--- config.mk ---
export PLATFORM = sky130hd
export DESIGN_NAME = spram_arbiter
export DESIGN_NICKNAME = d
export VERILOG_FILES = /design/src/rtl/spram_arb_pkg.sv /design/src/rtl/spram_arbiter_rr_pick.sv /design/src/rtl/spram_arbiter.sv
export SDC_FILE = /design/constraint.sdc
export NUM_CORES = 1
export LEC_CHECK = 0
export BUFFER_PORTS_ARGS = -buffer_cell sky130_fd_sc_hd__buf_2
export CAP_MARGIN = 10
export CORE_AREA = 2 2 98 100
export CTS_BUF_LIST = sky130_fd_sc_hd__clkbuf_4 sky130_fd_sc_hd__clkbuf_8
export DETAILED_ROUTE_END_ITERATION = 10
export DIE_AREA = 0 0 100 102
export PLACE_DENSITY = 0.51
export SLEW_MARGIN = 30
export SYNTH_ARGS = -nofsm -noshare
export SYNTH_HDL_FRONTEND = slang
export SYNTH_HIERARCHICAL = 1
export SYNTH_SLANG_ARGS = --single-unit
--- constraint.sdc ---
create_clock -name clk -period 6.1 [get_ports clk]
set_input_delay 0.915 -clock clk [delete_from_list [all_inputs] [get_ports clk]]
set_output_delay 0.915 -clock clk [all_outputs]
set_load 0.01 [all_outputs]
--- src/rtl/spram_arb_pkg.sv ---
// ---------------------------------------------------------------------------
// spram_arb_pkg: shared limits and index-width helper for spram_arbiter.
// Rev 1.0
// ---------------------------------------------------------------------------
`default_nettype none

package spram_arb_pkg;

  localparam int SPRAM_ARB_MAX_REQ = 8;

  // Width of an index into a vector of `value` entries; never narrower than 1.
  function automatic int clog2(input int value);
    int width;
    width = 1;
    for (int i = 1; i < 31; i++) begin
      if ((1 << i) < value) width = i + 1;
    end
    return width;
  endfunction

endpackage

`default_nettype wire

--- src/rtl/spram_arbiter_rr_pick.sv ---
// ---------------------------------------------------------------------------
// rr_pick: combinational one-hot picker, searching upward from `start` with wrap.
// Rev 1.0
// ---------------------------------------------------------------------------
`default_nettype none

module rr_pick #(
  parameter int N    = 3,
  parameter int IDXW = 2
) (
  input  logic [N-1:0]    req,
  input  logic [IDXW-1:0] start,
  output logic [N-1:0]    gnt
);

  localparam logic [IDXW:0] N_W = (IDXW+1)'(N);

  logic            found;
  logic [IDXW:0]   pos;
  logic [IDXW-1:0] idx;

  always_comb begin
    gnt   = '0;
    found = 1'b0;
    pos   = '0;
    idx   = '0;
    for (int k = 0; k < N; k++) begin
      pos = {1'b0, start} + (IDXW+1)'(k);
      if (pos >= N_W) pos = pos - N_W;
      idx = pos[IDXW-1:0];
      if (!found && req[idx]) begin
        gnt[idx] = 1'b1;
        found    = 1'b1;
      end
    end
  end

endmodule

`default_nettype wire

--- src/rtl/spram_arbiter.sv ---
// ---------------------------------------------------------------------------
// spram_arbiter: shares one single-port SRAM among N_REQ requesters, with read tagging and lock.
// Option: SPRAM_ARB_ROUND_ROBIN_EN selects round-robin (default: fixed priority). Rev 1.0
// ---------------------------------------------------------------------------
`default_nettype none

module spram_arbiter
  import spram_arb_pkg::*;
#(
  parameter int N_REQ      = 3,
  parameter int ADDR_WIDTH = 10,
  parameter int DATA_WIDTH = 32
) (
  input  logic                        clk,
  input  logic                        rst_b,
  input  logic [N_REQ-1:0]            req,
  input  logic [N_REQ-1:0]            we,
  input  logic [N_REQ-1:0]            lock,
  input  logic [N_REQ*ADDR_WIDTH-1:0] addr,
  input  logic [N_REQ*DATA_WIDTH-1:0] wdata,
  output logic [N_REQ-1:0]            gnt,
  output logic [N_REQ-1:0]            rvalid,
  output logic [DATA_WIDTH-1:0]       rdata,
  output logic                        mem_en,
  output logic                        mem_we,
  output logic [ADDR_WIDTH-1:0]       mem_addr,
  output logic [DATA_WIDTH-1:0]       mem_wdata,
  input  logic [DATA_WIDTH-1:0]       mem_rdata
);

  localparam int              IDXW     = clog2(N_REQ);
  localparam logic [IDXW-1:0] LAST_IDX = IDXW'(N_REQ - 1);

  if (N_REQ < 2 || N_REQ > SPRAM_ARB_MAX_REQ) begin : g_bad_n_req
    $error("spram_arbiter: N_REQ out of range");
  end

  logic [IDXW-1:0]  last;
  logic [IDXW-1:0]  owner;
  logic             owner_vld;
  logic             lock_hit;
  logic [N_REQ-1:0] rd_tag;
  logic [N_REQ-1:0] pick_gnt;
  logic [IDXW-1:0]  start;
  logic [IDXW-1:0]  gnt_idx;

`ifdef SPRAM_ARB_ROUND_ROBIN_EN
  assign start = (last == LAST_IDX) ? '0 : last + 1'b1;
`else
  // Fixed priority: search always begins at index 0; last is kept but not consulted.
  logic unused_last;
  assign start       = '0;
  assign unused_last = ^last;
`endif

  rr_pick #(
    .N    (N_REQ),
    .IDXW (IDXW)
  ) u_pick (
    .req   (req),
    .start (start),
    .gnt   (pick_gnt)
  );

  // A lock owner that still requests overrides arbitration; once it drops req the
  // picker result is used in that very cycle.
  always_comb begin
    lock_hit = owner_vld & req[owner];
    gnt      = pick_gnt;
    if (lock_hit) begin
      gnt        = '0;
      gnt[owner] = 1'b1;
    end
  end

  always_comb begin
    gnt_idx   = '0;
    mem_we    = 1'b0;
    mem_addr  = '0;
    mem_wdata = '0;
    for (int i = 0; i < N_REQ; i++) begin
      if (gnt[i]) begin
        gnt_idx   = gnt_idx | IDXW'(i);
        mem_we    = mem_we | we[i];
        mem_addr  = mem_addr | addr[i*ADDR_WIDTH +: ADDR_WIDTH];
        mem_wdata = mem_wdata | wdata[i*DATA_WIDTH +: DATA_WIDTH];
      end
    end
  end

  assign mem_en = |gnt;
  assign rvalid = rd_tag;
  assign rdata  = mem_rdata;

  always_ff @(posedge clk or negedge rst_b) begin
    if (!rst_b) begin
      last      <= LAST_IDX;
      owner     <= '0;
      owner_vld <= 1'b0;
      rd_tag    <= '0;
    end else begin
      rd_tag <= gnt & ~we;
      if (mem_en) begin
        last      <= gnt_idx;
        owner     <= gnt_idx;
        owner_vld <= lock[gnt_idx];
      end else begin
        owner_vld <= 1'b0;
      end
    end
  end

endmodule

`default_nettype wire

Yosys cells after proc, flatten, opt, wreduce, memory -nomap -nowiden --
Index checks and enable logic that the tools add are counted.
Word-level totals: output and inout port bits 82, logic and storage cells 45, register bits 6
Cells by class: multiplexer cells 24, reduce and logical (&&, ||, !) cells 6, magnitude comparators 3, bitwise logic cells 9
Operator list (number):
- 2-to-1 mux 32 bit | 3
- bitwise OR 32 bit | 2
- 2-to-1 mux 10 bit | 3
- bitwise OR 10 bit | 2
- 2-to-1 mux 1 bit | 11
- < comparator 2 x 3 -> 1 bit (second input constant) | 2
- 2-to-1 mux 3 bit | 2
- binary-select mux 1 bit (select 2 bit) | 2
- 2-to-1 mux 2 bit | 2
- AND 3 bit | 1
- logical AND 1 bit | 3
- NOT 3 bit | 1
- OR reduction 3 bit | 1
- demux 1 bit (select 2 bit) | 1
- >= comparator 2 x 1 -> 1 bit (second input constant) | 1
- zero test 1 bit | 2
- bitwise OR 1 bit | 2
- AND 1 bit | 1

Depth between registers and ports, before layout --
Gate-level depths: netlist of the first run.
word-level depth 13, depth in mapped cells 15, gate-level depth less buffers 12

Hierarchy --
The synthesis of the first run kept the hierarchy.
By module, submodules not included:
- spram_arbiter | instances 1, sequential area each 150.1 um2, area each 1266.2 um2, cells each 168
- rr_pick | instances 1, sequential area each 0.0 um2, area each 260.2 um2, cells each 34

Worst setup path after synthesis of the first run --
OpenSTA, ideal clock, no wires.
kind input-to-output, from input req[0], to output mem_addr[0], setup slack 2.568 ns, stages on the path 11, data arrival time 2.617 ns, data required time 5.185 ns, path through mux2i_1 > o22ai_1 > and2_2 > a221o_1 > a21boi_0 > a31oi_1 > o2bb2ai_1 > buf_2 > buf_2 > a222oi_1 > inv_1
Between the ends: word-level cells in the longest chain between the ends 9, elaborated cells between the ends (all ways) 18, classes of those cells mux: 11; bitwise: 3; reduce/logical: 4
Ends and longest elaborated chain:
- start, declared | line spram_arbiter.sv:16 | input logic [N_REQ-1:0] req,
- 2-to-1 mux 1 bit * | line spram_arbiter_rr_pick.sv:31 | if (!found && req[idx]) begin
- 2-to-1 mux 2 bit * | line spram_arbiter_rr_pick.sv:31
- 2-to-1 mux 3 bit * | line spram_arbiter_rr_pick.sv:31
- via pick_gnt[0] | line spram_arbiter.sv:43 | logic [N_REQ-1:0] pick_gnt;
- 2-to-1 mux 3 bit * | line spram_arbiter.sv:70 | if (lock_hit) begin
- 2-to-1 mux 10 bit * | line spram_arbiter.sv:82 | if (gnt[i]) begin
- bitwise OR 10 bit | line spram_arbiter.sv:85 | mem_addr = mem_addr | addr[i*ADDR_WIDTH +: ADDR_WIDTH];
- 2-to-1 mux 10 bit * | line spram_arbiter.sv:82
- bitwise OR 10 bit | line spram_arbiter.sv:85
- 2-to-1 mux 10 bit * | line spram_arbiter.sv:82
- end, declared | line spram_arbiter.sv:26 | output logic [ADDR_WIDTH-1:0] mem_addr,
Mark *: on every way through the listed nets, which the timed path passes. The rest lies on a longest branch. The select of a mux whose other input is x is not followed.

Worst setup path in the final report of the first run --
from input req[0], to output mem_wdata[23]
Between the ends: word-level cells in the longest chain between the ends 9, elaborated cells between the ends (all ways) 18, classes of those cells mux: 11; bitwise: 3; reduce/logical: 4
Ends and longest elaborated chain:
- 2-to-1 mux 1 bit * | line spram_arbiter_rr_pick.sv:31
- zero test 1 bit * | line spram_arbiter_rr_pick.sv:31
- logical AND 1 bit * | line spram_arbiter_rr_pick.sv:31
- 2-to-1 mux 2 bit * | line spram_arbiter_rr_pick.sv:31
- 2-to-1 mux 3 bit * | line spram_arbiter_rr_pick.sv:31
- via pick_gnt[1] | line spram_arbiter.sv:43
- 2-to-1 mux 3 bit * | line spram_arbiter.sv:70
- 2-to-1 mux 32 bit * | line spram_arbiter.sv:82
- bitwise OR 32 bit | line spram_arbiter.sv:86 | mem_wdata = mem_wdata | wdata[i*DATA_WIDTH +: DATA_WIDTH];
- 2-to-1 mux 32 bit * | line spram_arbiter.sv:82
- end, declared | line spram_arbiter.sv:27 | output logic [DATA_WIDTH-1:0] mem_wdata,
Marks and branches as above.

==> flow_summary.json, run 1 <==
{
  "antenna_found_initial": 0,
  "required_ns": 5.18,
  "max_slew_margin": 0.471,
  "critPathMaxFanout": 28,
  "cp.arrival_ns": 3.35,
  "period_needed_ns": 4.27,
  "drive_above_1_share": 0.570,
  "crit_type": "primary input to output port",
  "postCtsHoldBufs": 0,
  "layout_common_cells": "buf_2 (186), inv_1 (51), a222oi_1 (43)",
  "clk_pin_slew_ns": 0.04,
  "nNetsFinal": 524,
  "synth_seq_cells": 6,
  "leakagePower_nw": 1.44,
  "layout_setup_ws_ns": 1.83,
  "dp.final_hpwl_mm": 5.79,
  "drv_cap": 0,
  "slew_violations": 0,
  "finalPower_uw": 770,
  "cts_setup_buffers": 0,
  "grtUsageTotal": 0.119,
  "yosysSeqAreaShare": 0.0984,
  "start_util": 0.168,
  "finalHoldViolations": 0,
  "crit_chain": "buf_2 -> inv_1 -> a21oi_1 -> o32ai_1 -> a22o_1 -> nand2b_1 -> a211oi_1 -> a21oi_2 -> inv_1 -> buf_4 -> a222oi_1 -> inv_1 -> buf_2",
  "cts_tree": "built",
  "ys_warn_count": 6,
  "grt_pass1_vias": 1872,
  "grt_start_max_net_pins": 48,
  "power_density_mw_per_mm2": 329,
  "detail-route-antenna-nets": 0,
  "overflow": 0,
  "hp-class": "primary input to async pin",
  "post-route-drc-count": 0,
  "post_drt_wl_per_cell_um": 15.4,
  "reg2reg_from": "owner[1]",
  "cts.sinks": 6,
  "final_common_cell": "buf_2",
  "drt-initial-drc-count": 250,
  "grt_pass1_wl_mm": 9.60,
  "r2r_slack_ns": 3.71,
  "postRouteWirelength_mm": 7.06,
  "postSynthAreaPerCell_um2": 7.56,
  "first_pass_iters": 6,
  "cpMaxStageDelayCell": "inv_1",
  "pre_cts_ws_ns": 1.78,
  "gp_congestion": 0.760,
  "critPathMostFrequentCell": "inv_1",
  "netlist_instances": 202,
  "clock_tree.buffer_depth": 2,
  "setup_viol": 0,
  "antenna_cells": 0,
  "pin_count": 251,
  "end_kind": "output port",
  "finalSetupTns_ns": 0,
  "worst_slew_pin_slew_ns": 0.794,
  "irDropWorstVdd_uv": 138,
  "multi_input_area_um2": 862,
  "seqCellArea_um2": 150,
  "cts_root_buf": "clkbuf_8",
  "clock_latency_ns": 0.22,
  "htreeDepth": 1,
  "vias_per_cell": 4.79,
  "design.die.area_mm2": 0.0102,
  "status": "finished clean",
  "slowest_delay_ns": 0.53,
  "die_w_um": 100,
  "fp-row-count": 35,
  "cts_resized": 0,
  "post-route-period-util": 0.699,
  "r2r_end": "owner_vld",
  "nFillCells": 1016,
  "reg2reg_depth": 7,
  "crit_path_start_kind": "primary input",
  "numPortBuffers": 186,
  "numCtsBuffers": 3,
  "vias": 2203,
  "syn-cell-area_mm2": 0.00153,
  "clock_skew_ns": 0.00197,
  "synth_cell_types": 39,
  "coreArea_mm2": 0.00911,
  "crit_start": "req[0]",
  "synthToLayoutAreaGrowth_pct": 53.1,
  "die_h_um": 102,
  "grt_setup_unrepaired": "no",
  "fmax_ghz": 0.234
}
## state kept, by name, summed over array words and instances (netlist names)
| name | flops |
|---|---|
| rvalid | 3 |
| owner_vld | 1 |
| owner | 2 |
## worst max path at each step
stage | slack [ns] | to
after floorplan | 2.57 | mem_addr[0]
after global placement | 1.79 | mem_wdata[23]
after detailed placement | 1.78 | mem_wdata[23]
final | 1.83 | mem_wdata[23]
after global routing | 1.52 | mem_wdata[23]
after CTS | 1.77 | mem_wdata[23]
## per-stage QoR
step	cells	instance area, µm²	util	hold slack [ns]
floorplan	207	1550	-	0.558
global placement	457	2300	0.252	0.648
detailed placement	457	2300	0.252	0.653
CTS	460	2340	0.257	0.508
global route	460	2340	0.257	0.510
finish	460	2340	0.257	0.508
## Yosys cell counts, drive strengths merged
cell type | count | area, µm²
conb | 1 | 3.75
o32ai | 1 | 8.76
o21ai | 1 | 5.00
and2 | 1 | 7.51
nand3 | 3 | 15.0
a22o | 2 | 17.5
or3 | 2 | 17.5
nor2b | 2 | 12.5
clkbuf | 4 | 16.3
and4 | 1 | 8.76
nand3b | 1 | 7.51
dfrtp | 6 | 150
a22oi | 1 | 7.51
a211oi | 1 | 7.51
mux2i | 2 | 20.0
a31oi | 2 | 27.5
a2bb2oi | 2 | 17.5
a21boi | 1 | 7.51
nand2 | 2 | 7.51
a221o | 2 | 20.0
buf | 45 | 337
and3b | 1 | 8.76
o2bb2ai | 1 | 8.76
o31ai | 3 | 22.5
o22ai | 3 | 18.8
nand2b | 3 | 18.8
a21oi | 4 | 27.5
ha | 4 | 50.1
inv | 53 | 199
o2111ai | 1 | 8.76
a222oi | 43 | 430
nor2 | 3 | 11.3
## worst max-delay path, delay by kind of cell
family                 cells  cell delay (ns)
buffers and inverters      6             1.42
and+or+nand+nor            1             0.07
AOI/OAI and AO/OA          6             0.93
## where the power goes
group / switching (mW) / leakage [nW] / internal (mW)
clock network: 0.0176 / 0.0216 / 0.0424
registers: 0.0139 / 0.0769 / 0.0542
logic: 0.370 / 1.34 / 0.271
total: 0.402 / 1.44 / 0.368
## layer usage
layer	GRT usage	routed length (µm)	up-vias
met4	0.0263	76	0
met5	0	0	-
met1	0.152	2780	995
li1	-	-	1026
met2	0.202	3340	174
met3	0.0349	872	8
## cell families (layout without fill, tap and decap cells)
group                    count (synthesis)  in the layout  synth area share
AND/OR/NAND/NOR                         19             19            0.0754
other                                    1              6           0.00246
multiplexers                             2              2            0.0131
buffers and inverters                  102            244             0.361
flip-flops                               6              6            0.0984
adder cells (fa/ha/maj)                  4              4            0.0328
AO/OA/AOI/OAI                           68             68             0.416
## area by class of cell
class                   count  share of cell area
clock buffers               3              0.0177
inverters                  53              0.0851
multi-input cells          99               0.369
flip-flops and latches      6              0.0642
well taps                 111              0.0594
repair buffers            188               0.405
Note: power is estimated with default switching activity, not from simulation.
==> run 2, diff against run 1 <==
ABC_AREA = 1   (was not set)
CORE_AREA = 2 2 96 98   (was 2 2 98 100)
DIE_AREA = 0 0 98 100   (was 0 0 100 102)
PLACE_DENSITY = 0.55   (was 0.51)
clock period = 4.4 ns   (was 6.1 ns; I/O delays follow)
==> run 2 against run 1 <==
- worst setup slack worse by 0.36 ns
- via count is 9.8% higher
- critical path type unchanged
- sequential share of layout area is 0.26 points lower
- worst hold slack worse by 0.25 ns
- largest power group unchanged
==> flow_summary.json, run 2 <==
{
  "power_density_mw_per_mm2": 455,
  "async_reset_ff_frac": 1.00,
  "largest_register_ffs": 3,
  "layout_common_cells": "buf_2 (186), nand2_1 (144), nand3_1 (62)",
  "synth_flop_cell": "dfrtp_1",
  "p_sw_uw": 625,
  "hp-class": "primary input to async pin",
  "slew_violations": 0,
  "antenna_found_initial": 2,
  "vias": 2419,
  "design.die.area_mm2": 0.00980,
  "drt-initial-drc-count": 40,
  "coreArea_mm2": 0.00889,
  "grt_start_max_net_pins": 46,
  "critPathMaxFanout": 44,
  "post-route-drc-count": 0,
  "status": "finished clean",
  "postSynthAreaPerCell_um2": 5.46,
  "synth_seq_cells": 6,
  "numCtsBuffers": 3,
  "cts_tree": "built",
  "crit_path_start_kind": "primary input",
  "cp.arrival_ns": 2.27,
  "cts_resized": 0,
  "final_cells": 568,
  "grt_pass1_wl_mm": 9.91,
  "cts_root_buf": "clkbuf_8",
  "placed_cells": 564,
  "overflow": 0,
  "drv_cap": 0,
  "layout_setup_ws_ns": 1.47,
  "netlist_instances": 306,
  "first_pass_iters": 4,
  "clock_skew_ns": 0.000264,
  "gp_congestion": 0.820,
  "end_kind": "output port",
  "reg2reg_depth": 9,
  "clock_latency_ns": 0.22,
  "nNetsFinal": 631,
  "synthToLayoutAreaGrowth_pct": 45.8,
  "yosysMostFrequentCell": "nand2_1",
  "yosysTopAreaCellShare": 0.324,
  "fp-row-count": 35,
  "met3_usage": 0.0286,
  "pin_count": 251,
  "grtUsageTotal": 0.119,
  "dp.final_hpwl_mm": 5.30,
  "syn-cell-area_mm2": 0.00167,
  "seqPwrFrac": 0.085,
  "synth-edff-count": 0,
  "postCtsHoldBufs": 0,
  "pre_cts_ws_ns": 1.44,
  "vias_per_cell": 4.26,
  "finalHoldViolations": 0,
  "r2r_slack_ns": 2.69,
  "cts.sinks": 6,
  "required_ns": 3.74,
  "postRouteWirelength_mm": 6.45,
  "pwr-share-comb": 0.841,
  "period_needed_ns": 2.93,
  "leakagePower_nw": 1.49,
  "internal-power_uw": 482,
  "grt_pass1_vias": 2145,
  "r2r_end": "owner_vld",
  "die_h_um": 100,
  "fmax_ghz": 0.342,
  "post-route-period-util": 0.665,
  "setup_viol": 0,
  "met2_usage": 0.218,
  "clock_tree.buffer_depth": 2,
  "place_area_mm2": 0.00239,
  "p_clk_frac": 0.074,
  "synthTopCellsByCount": "nand2_1 (144), nand3_1 (62), buf_4 (34)",
  "top_usage_layer": "met2",
  "grt_use_met1": 0.144,
  "numPortBuffers": 186,
  "cts_setup_buffers": 0,
  "htreeDepth": 1,
  "drive_above_1_share": 0.445,
  "grt_setup_unrepaired": "no",
  "detail-route-antenna-nets": 0,
  "start_util": 0.188,
  "crit_type": "primary input to output port",
  "final_common_cell": "buf_2",
  "post-route-cell-area_mm2": 0.00243,
  "irDropWorstVdd_uv": 271,
  "synth_cell_types": 20,
  "switching_share": 0.565,
  "clk_pin_slew_ns": 0.04,
  "hold_ws_ns": 0.256,
  "yosysSeqAreaShare": 0.0899,
  "finalSetupTns_ns": 0,
  "synthTopCellsByArea": "nand2_1 (32%), nand3_1 (19%), buf_4 (15%)",
  "post_drt_wl_per_cell_um": 11.4,
  "yosysTopAreaCell": "nand2_1",
  "reg2reg_from": "owner[1]",
  "ys_warn_count": 6,
  "die_w_um": 98
}
run 2: cell types whose count changed after synthesis, moves of 5 or more:
cell and delta:
buf_6 +5, nand2_2 +6, a222oi_1 -43, nand3_1 +59
inv_1 -34, buf_2 -8, nand2_1 +142
run 2: logic make-up (layout without fill, tap and decap cells):
logic type      Yosys count  count (layout)  share of synthesized area
fa+ha+maj                 4               4                     0.0300
other cells               1               7                    0.00225
buf+inv                  65             210                      0.272
compound gates            4               4                     0.0187
flops                     6               6                     0.0899
simple gates            226             226                      0.587
run 2: metal layers:
layer	vias to the layer above	wire length (µm)
met1	1049	2680
met5	-	13
li1	1227	-
met3	12	601
met4	2	40
met2	129	3120
run 2: critical path, stage by stage:
cell and delay [ns]:
buf_2 0.13, nand2_1 0.06, nand3_1 0.07, nand2_1 0.10, inv_1 0.11, nand3_1 0.08, nand3_1 0.11, inv_1 0.05
nand2_2 0.09, nand2_4 0.07, inv_4 0.34, nand2_1 0.14, nand3_1 0.11, buf_2 0.13
run 2: area by class of cell:
type	count	area, µm²
Fill cell	1037	6450
Multi-Input combinational cell	240	1080
Timing Repair Buffer	186	931
Sequential cell	6	150
Tap cell	111	139
Inverter	21	86.3
Clock buffer	3	41.3
Antenna cell	1	2.50
run 2: through the flow:
step                      utilization  power, mW
after global routing            0.274       1.24
after global placement          0.269       1.04
after detailed placement        0.269       1.04
after floorplan                     -      0.777
after CTS                       0.274       1.13
final                           0.274       1.11
run 2: how the worst max path moves through the flow:
stage	slack, ns	to	cells past startpoint	startpoint
floorplan	2.05	mem_wdata[10]	12	req[0]
global placement	1.52	mem_wdata[4]	13	req[0]
CTS	1.44	mem_wdata[4]	14	req[1]
finish	1.47	mem_wdata[4]	14	req[1]
detailed placement	1.44	mem_wdata[4]	14	req[1]
global route	1.27	mem_wdata[31]	13	req[0]
run 2: power groups by stage:
stage / Clock (mW) / Combinational, mW / Sequential, mW
after global placement: 0 / 0.942 / 0.0952
after floorplan: 0 / 0.684 / 0.0924
after detailed placement: 0 / 0.951 / 0.0934
after CTS: 0.0857 / 0.951 / 0.0942
final: 0.0818 / 0.931 / 0.0947
after global routing: 0.0874 / 1.05 / 0.0966
